## src/rtl/memory_access_controller.sv

```systemverilog
// rtl/memory_access_controller.sv - single-outstanding load/store/output sequencer for the memory FU (optional watchdog: MEMCTL_TIMEOUT_EN)
module memory_access_controller #(
    parameter int MEM_ADDR_W     = 16,
    parameter int TIMEOUT_CYCLES = 255,
    parameter int INSTR_W        = 8,
    parameter int RSV_ID_W       = 4,
    parameter int DATA_W         = 32,
    parameter int CDB_W          = RSV_ID_W + DATA_W
) (
    input  logic                  clk,
    input  logic                  rst,
    input  logic                  i_valid,
    input  logic [INSTR_W-1:0]    i_opcode,
    input  logic [RSV_ID_W-1:0]   i_rsv_id,
    input  logic [DATA_W-1:0]     i_address,
    input  logic [DATA_W-1:0]     i_data,
    output logic                  i_ready,
    output logic                  mem_req_valid,
    input  logic                  mem_req_ready,
    output logic                  mem_we,
    output logic [MEM_ADDR_W-1:0] mem_addr,
    output logic [DATA_W-1:0]     mem_wdata,
    input  logic                  mem_rsp_valid,
    input  logic [DATA_W-1:0]     mem_rdata,
    output logic                  out_valid,
    output logic [DATA_W-1:0]     out_data,
    input  logic                  out_ready,
    output logic [CDB_W-1:0]      o_cdb,
    output logic                  o_cdb_valid,
    input  logic                  o_cdb_ready,
    output logic                  busy,
    output logic [1:0]            err
);

    // Opcode encodings of the memory-class instructions
    localparam logic [INSTR_W-1:0] I_STORE   = INSTR_W'(8'h10);
    localparam logic [INSTR_W-1:0] I_STOREB  = INSTR_W'(8'h11);
    localparam logic [INSTR_W-1:0] I_STORER  = INSTR_W'(8'h12);
    localparam logic [INSTR_W-1:0] I_STOREF  = INSTR_W'(8'h13);
    localparam logic [INSTR_W-1:0] I_STOREBF = INSTR_W'(8'h14);
    localparam logic [INSTR_W-1:0] I_STORERF = INSTR_W'(8'h15);
    localparam logic [INSTR_W-1:0] I_OUTPUT  = INSTR_W'(8'h20);

    localparam logic [1:0] CLS_LOAD   = 2'd0;
    localparam logic [1:0] CLS_STORE  = 2'd1;
    localparam logic [1:0] CLS_OUTPUT = 2'd2;

    localparam logic [2:0] S_IDLE     = 3'd0;
    localparam logic [2:0] S_MEM_REQ  = 3'd1;
    localparam logic [2:0] S_MEM_WAIT = 3'd2;
    localparam logic [2:0] S_CDB_OUT  = 3'd3;
    localparam logic [2:0] S_OUT_REQ  = 3'd4;

    logic [2:0]            state_q, state_d;
    logic [1:0]            cls_q, in_cls;
    logic [RSV_ID_W-1:0]   rsv_id_q;
    logic [MEM_ADDR_W-1:0] addr_q;
    logic [DATA_W-1:0]     data_q;
    logic [DATA_W-1:0]     rdata_q;
    logic                  err0_q;
    logic                  err1;
    logic                  timeout_hit;
    logic                  timeout_abort;

    // Upper address bits beyond the memory window are intentionally dropped
    logic unused_addr_bits;
    assign unused_addr_bits = ^i_address[DATA_W-1:MEM_ADDR_W];

    // Classify the incoming opcode; anything not a store or output is a load
    always_comb begin
        in_cls = CLS_LOAD;
        case (i_opcode)
            I_STORE, I_STOREB, I_STORER,
            I_STOREF, I_STOREBF, I_STORERF: in_cls = CLS_STORE;
            I_OUTPUT:                       in_cls = CLS_OUTPUT;
            default:                        in_cls = CLS_LOAD;
        endcase
    end

`ifdef MEMCTL_TIMEOUT_EN
    localparam logic [15:0] TIMEOUT_LAST = 16'(TIMEOUT_CYCLES - 1);
    logic [15:0] cnt_q;
    logic        err1_q;

    // Watchdog: fires on the cycle the count would reach the limit
    assign timeout_hit = (cnt_q == TIMEOUT_LAST);

    // Count cycles spent in a waiting state; restart on every state change
    always_ff @(posedge clk or posedge rst) begin
        if (rst) begin
            cnt_q <= 16'd0;
        end else if (state_d != state_q) begin
            cnt_q <= 16'd0;
        end else if (state_q == S_MEM_REQ || state_q == S_MEM_WAIT || state_q == S_OUT_REQ) begin
            cnt_q <= cnt_q + 16'd1;
        end
    end

    // Sticky timeout flag
    always_ff @(posedge clk or posedge rst) begin
        if (rst) begin
            err1_q <= 1'b0;
        end else if (timeout_abort) begin
            err1_q <= 1'b1;
        end
    end

    assign err1 = err1_q;
`else
    assign timeout_hit = 1'b0;
    assign err1        = 1'b0;
`endif

    // Next-state logic; a handshake always wins over a same-cycle timeout
    always_comb begin
        state_d       = state_q;
        timeout_abort = 1'b0;
        case (state_q)
            S_IDLE: begin
                if (i_valid) begin
                    state_d = (in_cls == CLS_OUTPUT) ? S_OUT_REQ : S_MEM_REQ;
                end
            end
            S_MEM_REQ: begin
                if (mem_req_ready) begin
                    state_d = (cls_q == CLS_STORE) ? S_IDLE : S_MEM_WAIT;
                end else if (timeout_hit) begin
                    timeout_abort = 1'b1;
                    state_d       = (cls_q == CLS_LOAD) ? S_CDB_OUT : S_IDLE;
                end
            end
            S_MEM_WAIT: begin
                if (mem_rsp_valid) begin
                    state_d = S_CDB_OUT;
                end else if (timeout_hit) begin
                    timeout_abort = 1'b1;
                    state_d       = S_CDB_OUT;
                end
            end
            S_CDB_OUT: begin
                if (o_cdb_ready) begin
                    state_d = S_IDLE;
                end
            end
            S_OUT_REQ: begin
                if (out_ready) begin
                    state_d = S_IDLE;
                end else if (timeout_hit) begin
                    timeout_abort = 1'b1;
                    state_d       = S_IDLE;
                end
            end
            default: state_d = S_IDLE;
        endcase
    end

    // State register
    always_ff @(posedge clk or posedge rst) begin
        if (rst) begin
            state_q <= S_IDLE;
        end else begin
            state_q <= state_d;
        end
    end

    // Latch the request on acceptance; held until the access retires
    always_ff @(posedge clk or posedge rst) begin
        if (rst) begin
            cls_q    <= CLS_LOAD;
            rsv_id_q <= '0;
            addr_q   <= '0;
            data_q   <= '0;
        end else if (state_q == S_IDLE && i_valid) begin
            cls_q    <= in_cls;
            rsv_id_q <= i_rsv_id;
            addr_q   <= i_address[MEM_ADDR_W-1:0];
            data_q   <= i_data;
        end
    end

    // Capture load data; an aborted load retires with zero data
    always_ff @(posedge clk or posedge rst) begin
        if (rst) begin
            rdata_q <= '0;
        end else if (state_q == S_MEM_WAIT && mem_rsp_valid) begin
            rdata_q <= mem_rdata;
        end else if (timeout_abort) begin
            rdata_q <= '0;
        end
    end

    // Sticky flag for a read response arriving when none is outstanding
    always_ff @(posedge clk or posedge rst) begin
        if (rst) begin
            err0_q <= 1'b0;
        end else if (mem_rsp_valid && state_q != S_MEM_WAIT) begin
            err0_q <= 1'b1;
        end
    end

    assign i_ready       = (state_q == S_IDLE);
    assign busy          = (state_q != S_IDLE);
    assign mem_req_valid = (state_q == S_MEM_REQ);
    assign mem_we        = (state_q == S_MEM_REQ) && (cls_q == CLS_STORE);
    assign mem_addr      = addr_q;
    assign mem_wdata     = data_q;
    assign out_valid     = (state_q == S_OUT_REQ);
    assign out_data      = data_q;
    assign o_cdb_valid   = (state_q == S_CDB_OUT);
    assign o_cdb         = {rsv_id_q, rdata_q};
    assign err           = {err1, err0_q};

endmodule

```

## config.mk

```make
export PLATFORM = sky130hd
export DESIGN_NAME = memory_access_controller
export DESIGN_NICKNAME = d
export VERILOG_FILES = /design/src/rtl/memory_access_controller.sv
export SDC_FILE = /design/constraint.sdc
export NUM_CORES = 1
export LEC_CHECK = 0
export BUFFER_PORTS_ARGS = -buffer_cell sky130_fd_sc_hd__buf_2
export CORE_UTILIZATION = 39
export CTS_BUF_LIST = sky130_fd_sc_hd__clkbuf_16
export DETAILED_ROUTE_END_ITERATION = 7
export PLACE_DENSITY = 0.77
export SLEW_MARGIN = 30
export SYNTH_ARGS = -nofsm -noshare
export SYNTH_HDL_FRONTEND = slang
export SYNTH_SLANG_ARGS = --single-unit
```

## constraint.sdc

```tcl
create_clock -name clk -period 2.7 [get_ports clk]
set_clock_uncertainty 0.2 [all_clocks]
set_input_delay 0.27 -clock clk [delete_from_list [all_inputs] [get_ports clk]]
set_output_delay 0.27 -clock clk [all_outputs]
set_load 0.005 [all_outputs]
```

# Word-level counts from Yosys, hierarchy flattened
# Cells that the tools add are included.
# classes
eq_ne,19
n_mux,10
reduce_logical,8
# op_table
operator,count
== test 8 x 5 -> 1 bit (second input constant),6
2-to-1 mux 32 bit,1
2-to-1 mux 3 bit,6
one-hot mux 3 bit (5 select lines),1
== test 8 x 6 -> 1 bit (second input constant),1
== test 3 x 2 -> 1 bit (second input constant),2
inequality test 2 x 1 -> 1 bit (second input constant),3
OR reduction 6 bit,1
AND reduction 5 bit,1
logical AND 1 bit,4
inequality test 2 bit (second input constant),2
one-hot mux 2 bit (2 select lines),1
== test 3 x 1 -> 1 bit (second input constant),1
== test 3 bit (second input constant),1
zero test 3 bit,1
inequality test 3 x 2 -> 1 bit (second input constant),1
nonzero test 3 bit,1
== test 2 x 1 -> 1 bit (second input constant),1
== test 2 bit (second input constant),1
2-to-1 mux 2 bit,1
# totals
word_cells,44
regBits,90
output_inout_bits,124
inputBits,115

# Depth between registers and ports, before layout
# Gate-level depths: netlist of run 1.
# logic_depth
ltp_word,7
mapped_depth,8
ltp_nobuf,5

# Worst setup path after synthesis of run 1
# Ideal clock, no wire load.
# synth_path
path_type,reg2reg
from,register state_q[2]
to,"register addr_q[0], in the netlist mem_addr[0]"
path_buffers,3
setup_slack_ps,969
required_ps,2384
period_less_slack_ps,1731
path_stages_with_launch,9
arrival_time_ps,1414
setup_ps,116
cell_sequence,dfrtp_1 -> buf_6 -> or3_4 -> inv_2 -> nand2_1 -> buf_4 -> buf_6 -> nand2_1 -> nand2_1
# synth_between
elab_chain_cells,2
# synth_lines
item,line,rtl
"start, declared",54,"logic [2:0] state_q, state_d;"
"start signal, assigned",162,state_q <= state_d;
zero test 3 bit,-,
named net i_ready,17,"output logic i_ready,"
logical AND 1 bit,173,end else if (state_q == S_IDLE && i_valid) begin
"end signal, assigned",176,addr_q <= i_address[MEM_ADDR_W-1:0];
"end, declared",57,logic [MEM_ADDR_W-1:0] addr_q;
# The timed path passes the listed nets, and every way through them passes these cells.
# A chain may end at the register's enable or synchronous reset.

# Final worst setup path of run 1
# layout_path
from,register state_q[2]
to,"register addr_q[7], in the netlist mem_addr[7]"
# layout_between
elab_chain_cells,2
# layout_lines
item,line
zero test 3 bit,173
logical AND 1 bit,173
# Every way passes these cells.

==> metrics.yaml, run 1 <==
clocking:
  cts_tree: "done"
  clkLatencyLatePin_ns: 0.33
  post_cts_resized: 0
  htree_levels: 3
  cts_max_path_buffers: 2
  cts_buffers: 9
  cts.clk_slew.worst_paths_ns: 0.06
  clkSinkCount: 90
  cts_setup_buffers: 0
  cts_hold_buffers: 86
  cts_root_buf: "clkbuf_16"
layout:
  final_nets: 755
  num-fill-cells: 770
  multiInputGateArea_sq_um: 1170
  seq_area_sq_um: 2250
  n_antenna_cell: 0
  drive_gt1_share_pct: 42.9
  area_growth_pct: 53.5
  final_core_util_pct: 61.3
sta:
  relSlewSlack_pct: 50.5
  setup_viol_count_final: 0
  whs_ns: 0.0547
  setup_tns_ns: 0
  max_clock_freq_mhz: 486
  hold_viol_final: 0
  rsz0062_at_grt: "no"
  tightest_slew_ns: 0.740
  period_share_pct: 76.2
  min_period_ns: 2.06
  drv_slew: 0
setup_path:
  end_kind: "flop"
  crit_top_cell: "nand2_1"
  cp_max_fo: 44
  crit_path_start_kind: "flop"
  path_cells: "or3_4 -> inv_2 -> nand2_2 -> buf_4 -> nand2_1 -> nand2_1"
  crit_path_top_delay_cell: "dfrtp_1"
  crit_path_max_incr_delay_ns: 0.48
  required_ns: 2.71
  arrival_ns: 2.07
  criticalPathCategory: "reg -> reg"
power:
  p_per_area_nw_per_um2: 1000
  leakage_nw: 3.22
  ir_worst_vdd_uv: 576
placement:
  gp_congestion: 0.769
  port_buffers: 221
  post-dp-hpwl_mm: 6.59
global_routing:
  grt_pass1_vias: 3512
  grt_first_pass_wirelength_mm: 16.1
  grt_max_degree: 45
  grt_antenna_before_repair: 0
  grt.overflow.total: 0
  grt_use_total_pct: 20.5
route:
  detail_route.wl_per_cell_um: 13.9
  ant_nets: 0
  num_vias: 3539
  wl_mm: 10.8
  drt_iter0_drc: 80
  firstDrtPassIters: 4
  vias_per_cell: 4.55
  drc: 0
synthesis:
  mappedNetlistNets: 484
  synthFlopType: "dfrtp_1"
  synthTopCellsByArea: "dfrtp_1 (58%), nand2_1 (16%), mux2_2 (9.0%), buf_4 (7.3%), buf_8 (2.3%)"
  ys_types: 31
  synth_edf_count: 0
  synth.cell_area_sq_um: 3880
  yosys.area.top_type_share_pct: 58.0
  synth_most_common_cell: "nand2_1"
  synth_seq_cells: 90
  yosys.area.top_type: "dfrtp_1"
  synth_common_cells: "nand2_1 (161), dfrtp_1 (90), buf_4 (38)"
  ys_seq_area_share_pct: 58.0
  synth-async-reset-ratio_pct: 100
  synth_cells: 369
  synth.avg_cell_area_sq_um: 10.5
  synth-warning-count: 0
floorplanning:
  initial_core_util_pct: 39.9
  std_cell_rows: 36
  die_area_sq_um: 10400
  die_x_um: 102
  die_h_um: 102
  io_pins: 239
  core_sq_um: 9730
run_status:
  status: "finished, final reports clean"
worst_hold_path:
  hold_path_class: "in -> reg"
run:
  drv_cap: 0
## final cells by class
| class | count | area share (%) |
|---|---|---|
| inverter | 4 | 0.315 |
| multi-input combinational | 223 | 19.7 |
| clock inverter | 7 | 1.57 |
| tap | 133 | 2.79 |
| clock buffer | 9 | 3.78 |
| sequential | 90 | 37.8 |
| timing repair buffer | 312 | 34.1 |
## final timing paths
| kind | startpoint | endpoint | slack (ns) | cells after the start |
|---|---|---|---|---|
| setup reg to reg | state_q[2]$_DFFE_PP0P_ | mem_addr[7]$_DFFE_PP0P_ | 0.64 | 6 |
| hold / removal | i_opcode[5] | cls_q[0]$_DFFE_PP0P_ | 0.05 | 3 |
| min in group asynchronous | rst | rdata_q[27]$_DFFE_PP0P_ | 0.43 | 3 |
| max in group asynchronous | rst | mem_addr[13]$_DFFE_PP0P_ | 1.19 | 4 |
| setup / recovery | state_q[2]$_DFFE_PP0P_ | mem_addr[7]$_DFFE_PP0P_ | 0.64 | 6 |
| hold reg to reg | err0_q$_DFFE_PP0P_ | err0_q$_DFFE_PP0P_ | 0.26 | 1 |
## registers in the layout (all words and copies together), names as in the netlist
register and flops:
err0_q 1, state_q 3, rdata_q 32, rsv_id_q 4
mem_addr 16, mem_wdata 32, cls_q 2
## cells in the final DEF, fill, tap and decap left out, types with 2 or more instances in the layout
cell / count
buf_2: 221
nand2_1: 160
dfrtp_1: 90
dlygate4sd3_1: 86
mux2_2: 31
clkbuf_16: 9
clkinvlp_4: 5
o21ai_0: 4
nor2_1: 3
nor3b_1: 3
buf_4: 3
and3_1: 2
inv_1: 2
a21o_1: 2
or4b_1: 2
bufinv_16: 2
buf_12: 2
## stage by stage
step           instances  worst slack [ns]  cell area [sq um]  power [W]
6_report             778             0.642               5960    0.00596
5_1_grt              778             0.496               5960    0.00639
4_1_cts              778             0.642               5960    0.00594
3_5_place_dp         676             0.647               4780    0.00451
3_3_place_gp         676             0.697               4780    0.00441
2_1_floorplan        369             0.969               3890    0.00376
## routing by layer
metal / global-route usage, % / part of all wire, % / up-vias
li1: - / - / 1676
met1: 21.2 / 38 / 1670
met2: 38.8 / 54 / 168
met3: 4.76 / 6.0 / 25
met4: 9.36 / 2.5 / 0
met5: 0 / 0 / -
## worst max-delay path: cells and delay by family, from the launching register on
kind	cells	cell delay (ns)
buffers and inverters	2	0.42
DFF	1	0.48
and+or+nand+nor	4	0.82
## logic make-up after synthesis
logic type	count (synthesis)	synth area share, %
AOI/OAI and AO/OA	9	1.55
buffers and inverters	56	11.8
DFF	90	58.0
muxes	33	9.54
other	1	0.0966
and+or+nand+nor	180	19.0
## where the power goes
group	internal, W	switching (W)	leakage (nW)	total, W
Sequential	0.00198	0.000407	1.10	0.00238
Clock	0.000807	0.000509	0.141	0.00132
Combinational	0.00118	0.00108	1.97	0.00226
Total	0.00396	0.00200	3.22	0.00596
(Power assumes the default switching activity.)
==> run 2: changes to the inputs <==
- clock period: 2.7 -> 1.85 ns (I/O delays scaled with it)
==> run 2 against run 1 <==
Compared with the run above:
- setup slack worse by 0.61 ns
- core utilization increased by 1.6 points
- cell count rose by 1.9%
- critical path depth down 2
- total power is 49% higher
- highest routed layer unchanged
==> metrics.yaml, run 2 (same netlist as run 1, synthesis figures left out) <==
placement:
  placed_cells: 684  # +1.2%
  port_buffers: 221  # unchanged
  gp_congestion: 0.755  # -1.9%
  placed_area_sq_um: 4850  # +1.5%
  post-dp-hpwl_mm: 6.59  # about the same
route:
  ant_nets: 0  # unchanged
  wl_met3_um: 639  # -1.4%
  detail_route.wl_per_cell_um: 14.0  # +1.0%
  drc: 0  # unchanged
  met1_length_mm: 4.17  # +1.9%
  met2WireLength_mm: 6.05  # +4.8%
  num_vias: 3609  # +2.0%
  drt_iter0_drc: 67  # -16%
  vias_per_cell: 4.55  # about the same
  wl_mm: 11.1  # +3.0%
  firstDrtPassIters: 6  # +2
  highest_layer: "met4"
setup_path:
  crit_path_top_delay_cell: "dfrtp_1"
  crit_path_max_incr_delay_ns: 0.41  # -0.07 ns
  criticalPathCategory: "reg -> out"
  path_cells: "buf_4 -> or3_4 -> inv_4 -> buf_2"
  end_kind: "primary output"
  crit_path_start_kind: "flop"
  required_ns: 1.46  # -1.25 ns
  cp_max_fo: 4  # -91%
  arrival_ns: 1.44  # -0.63 ns
clocking:
  cts_buffers: 9  # unchanged
  cts_max_path_buffers: 2  # unchanged
  clkSinkCount: 90  # unchanged
  cts_tree: "done"
  cts_root_buf: "clkbuf_16"
  htree_levels: 3  # unchanged
  cts.clk_slew.worst_paths_ns: 0.06  # about the same
  clkLatencyLatePin_ns: 0.32  # about the same
floorplanning:
  core_sq_um: 9730  # unchanged
  initial_core_util_pct: 39.9  # unchanged
  io_pins: 239  # unchanged
  die_area_sq_um: 10400  # unchanged
  std_cell_rows: 36  # unchanged
  die_h_um: 102  # unchanged
  die_x_um: 102  # unchanged
layout:
  n_antenna_cell: 0  # unchanged
  final_common_cell: "buf_2"
  final_nets: 771  # +2.1%
  final_cell_area_sq_um: 6110  # +2.6%
  drive_gt1_share_pct: 44.5  # +1.6 points
  final_core_util_pct: 62.8  # +1.6 points
  area_growth_pct: 57.5
  final_cell_count_no_fill: 793  # +1.9%
  layout_common_cells: "buf_2 (221), nand2_1 (160), dlygate4sd3_1 (89)"
sta:
  tightest_slew_ns: 0.585  # -0.155 ns
  drv_slew: 0  # unchanged
  period_share_pct: 98.4
  min_period_ns: 1.82
  hold_viol_final: 0  # unchanged
  setup_viol_count_final: 0  # unchanged
  whs_ns: 0.0423  # -0.0125 ns
  rsz0062_at_grt: "yes"
  relSlewSlack_pct: 61.0  # +10 points
  max_clock_freq_mhz: 549
power:
  p_int_w: 0.00595  # +50%
  leakage_nw: 3.31  # +3.0%
  power_frac_clock_pct: 20.9  # -1.2 points
  comb_power_share_pct: 40.2  # +2.2 points
  p_per_area_nw_per_um2: 1450  # +45%
  p_switching_w: 0.00294  # +47%
  p_seq_share_pct: 39.0  # -1.0 points
  p_sw_share_pct: 33.1  # -0.45 points
  ir_worst_vdd_uv: 682  # +18%
global_routing:
  grt_use_total_pct: 20.6  # +0.17 points
  grt.overflow.total: 0  # unchanged
  grt_first_pass_wirelength_mm: 16.3  # +1.2%
  grt_antenna_before_repair: 0  # unchanged
  grt_max_degree: 47  # +4.4%
  grt_pass1_vias: 3607  # +2.7%
run:
  drv_cap: 0  # unchanged
run_status:
  status: "finished, final reports clean"
worst_hold_path:
  hold_path_class: "in -> reg"
[run 2: per-layer routing]
layer	track usage, %	vias up
met2	39.8	172
met1	21.3	1711
li1	-	1704
met3	4.07	22
met5	0	-
met4	9.59	0
[run 2: worst paths after layout]
check	from	end	slack, ns	depth (start not counted)
setup / recovery	state_q[1]$_DFFE_PP0P_	i_ready	0.03	4
hold / removal	i_opcode[0]	cls_q[1]$_DFFE_PP0P_	0.04	4
setup reg to reg	state_q[1]$_DFFE_PP0P_	state_q[2]$_DFFE_PP0P_	0.03	5
hold reg to reg	err0_q$_DFFE_PP0P_	err0_q$_DFFE_PP0P_	0.25	1
max in group asynchronous	rst	state_q[2]$_DFFE_PP0P_	0.58	4
min in group asynchronous	rst	rdata_q[10]$_DFFE_PP0P_	0.42	4
[run 2: power by group through the flow]
stage	clock, W	sequential (W)	combinational [W]
finish	0.00186	0.00347	0.00357
global route	0.00199	0.00358	0.00397
CTS	0.00190	0.00343	0.00339
detailed placement	0	0.00344	0.00324
global placement	0	0.00339	0.00315
floorplan	0	0.00350	0.00198
[run 2: critical path: cells and delay by family, from the launching register on]
kind,cells,cell delay (ns)
and+or+nand+nor,1,0.36
DFF,1,0.41
buffers and inverters,3,0.34
[run 2: through the flow]
step / worst slack [ns] / TNS, ns / total power [W]
floorplan: 0.119 / 0 / 0.00548
global placement: 0.0810 / 0 / 0.00654
detailed placement: 0.0313 / 0 / 0.00668
CTS: 0.00316 / 0 / 0.00871
global route: -0.0174 / -0.0665 / 0.00954
finish: 0.0288 / 0 / 0.00889
[run 2: what timing repair did]
| item | CTS | global route |
|---|---|---|
| hold endpoints to repair | 177 | 0 |
| buffers inserted | 0 | 4 |
| setup endpoints to repair | 0 | 59 |
| resized for setup | 0 | 10 |
| hold buffers | 89 | 0 |
[run 2: layout make-up]
class                   instances  area [sq um]
repair buffers                327          2170
multi-input cells             224          1210
fillers                       772          3610
well taps                     133           166
inverters                       4          21.3
flip-flops and latches         90          2250
clock buffers                   9           225
clock inverters                 6          75.1
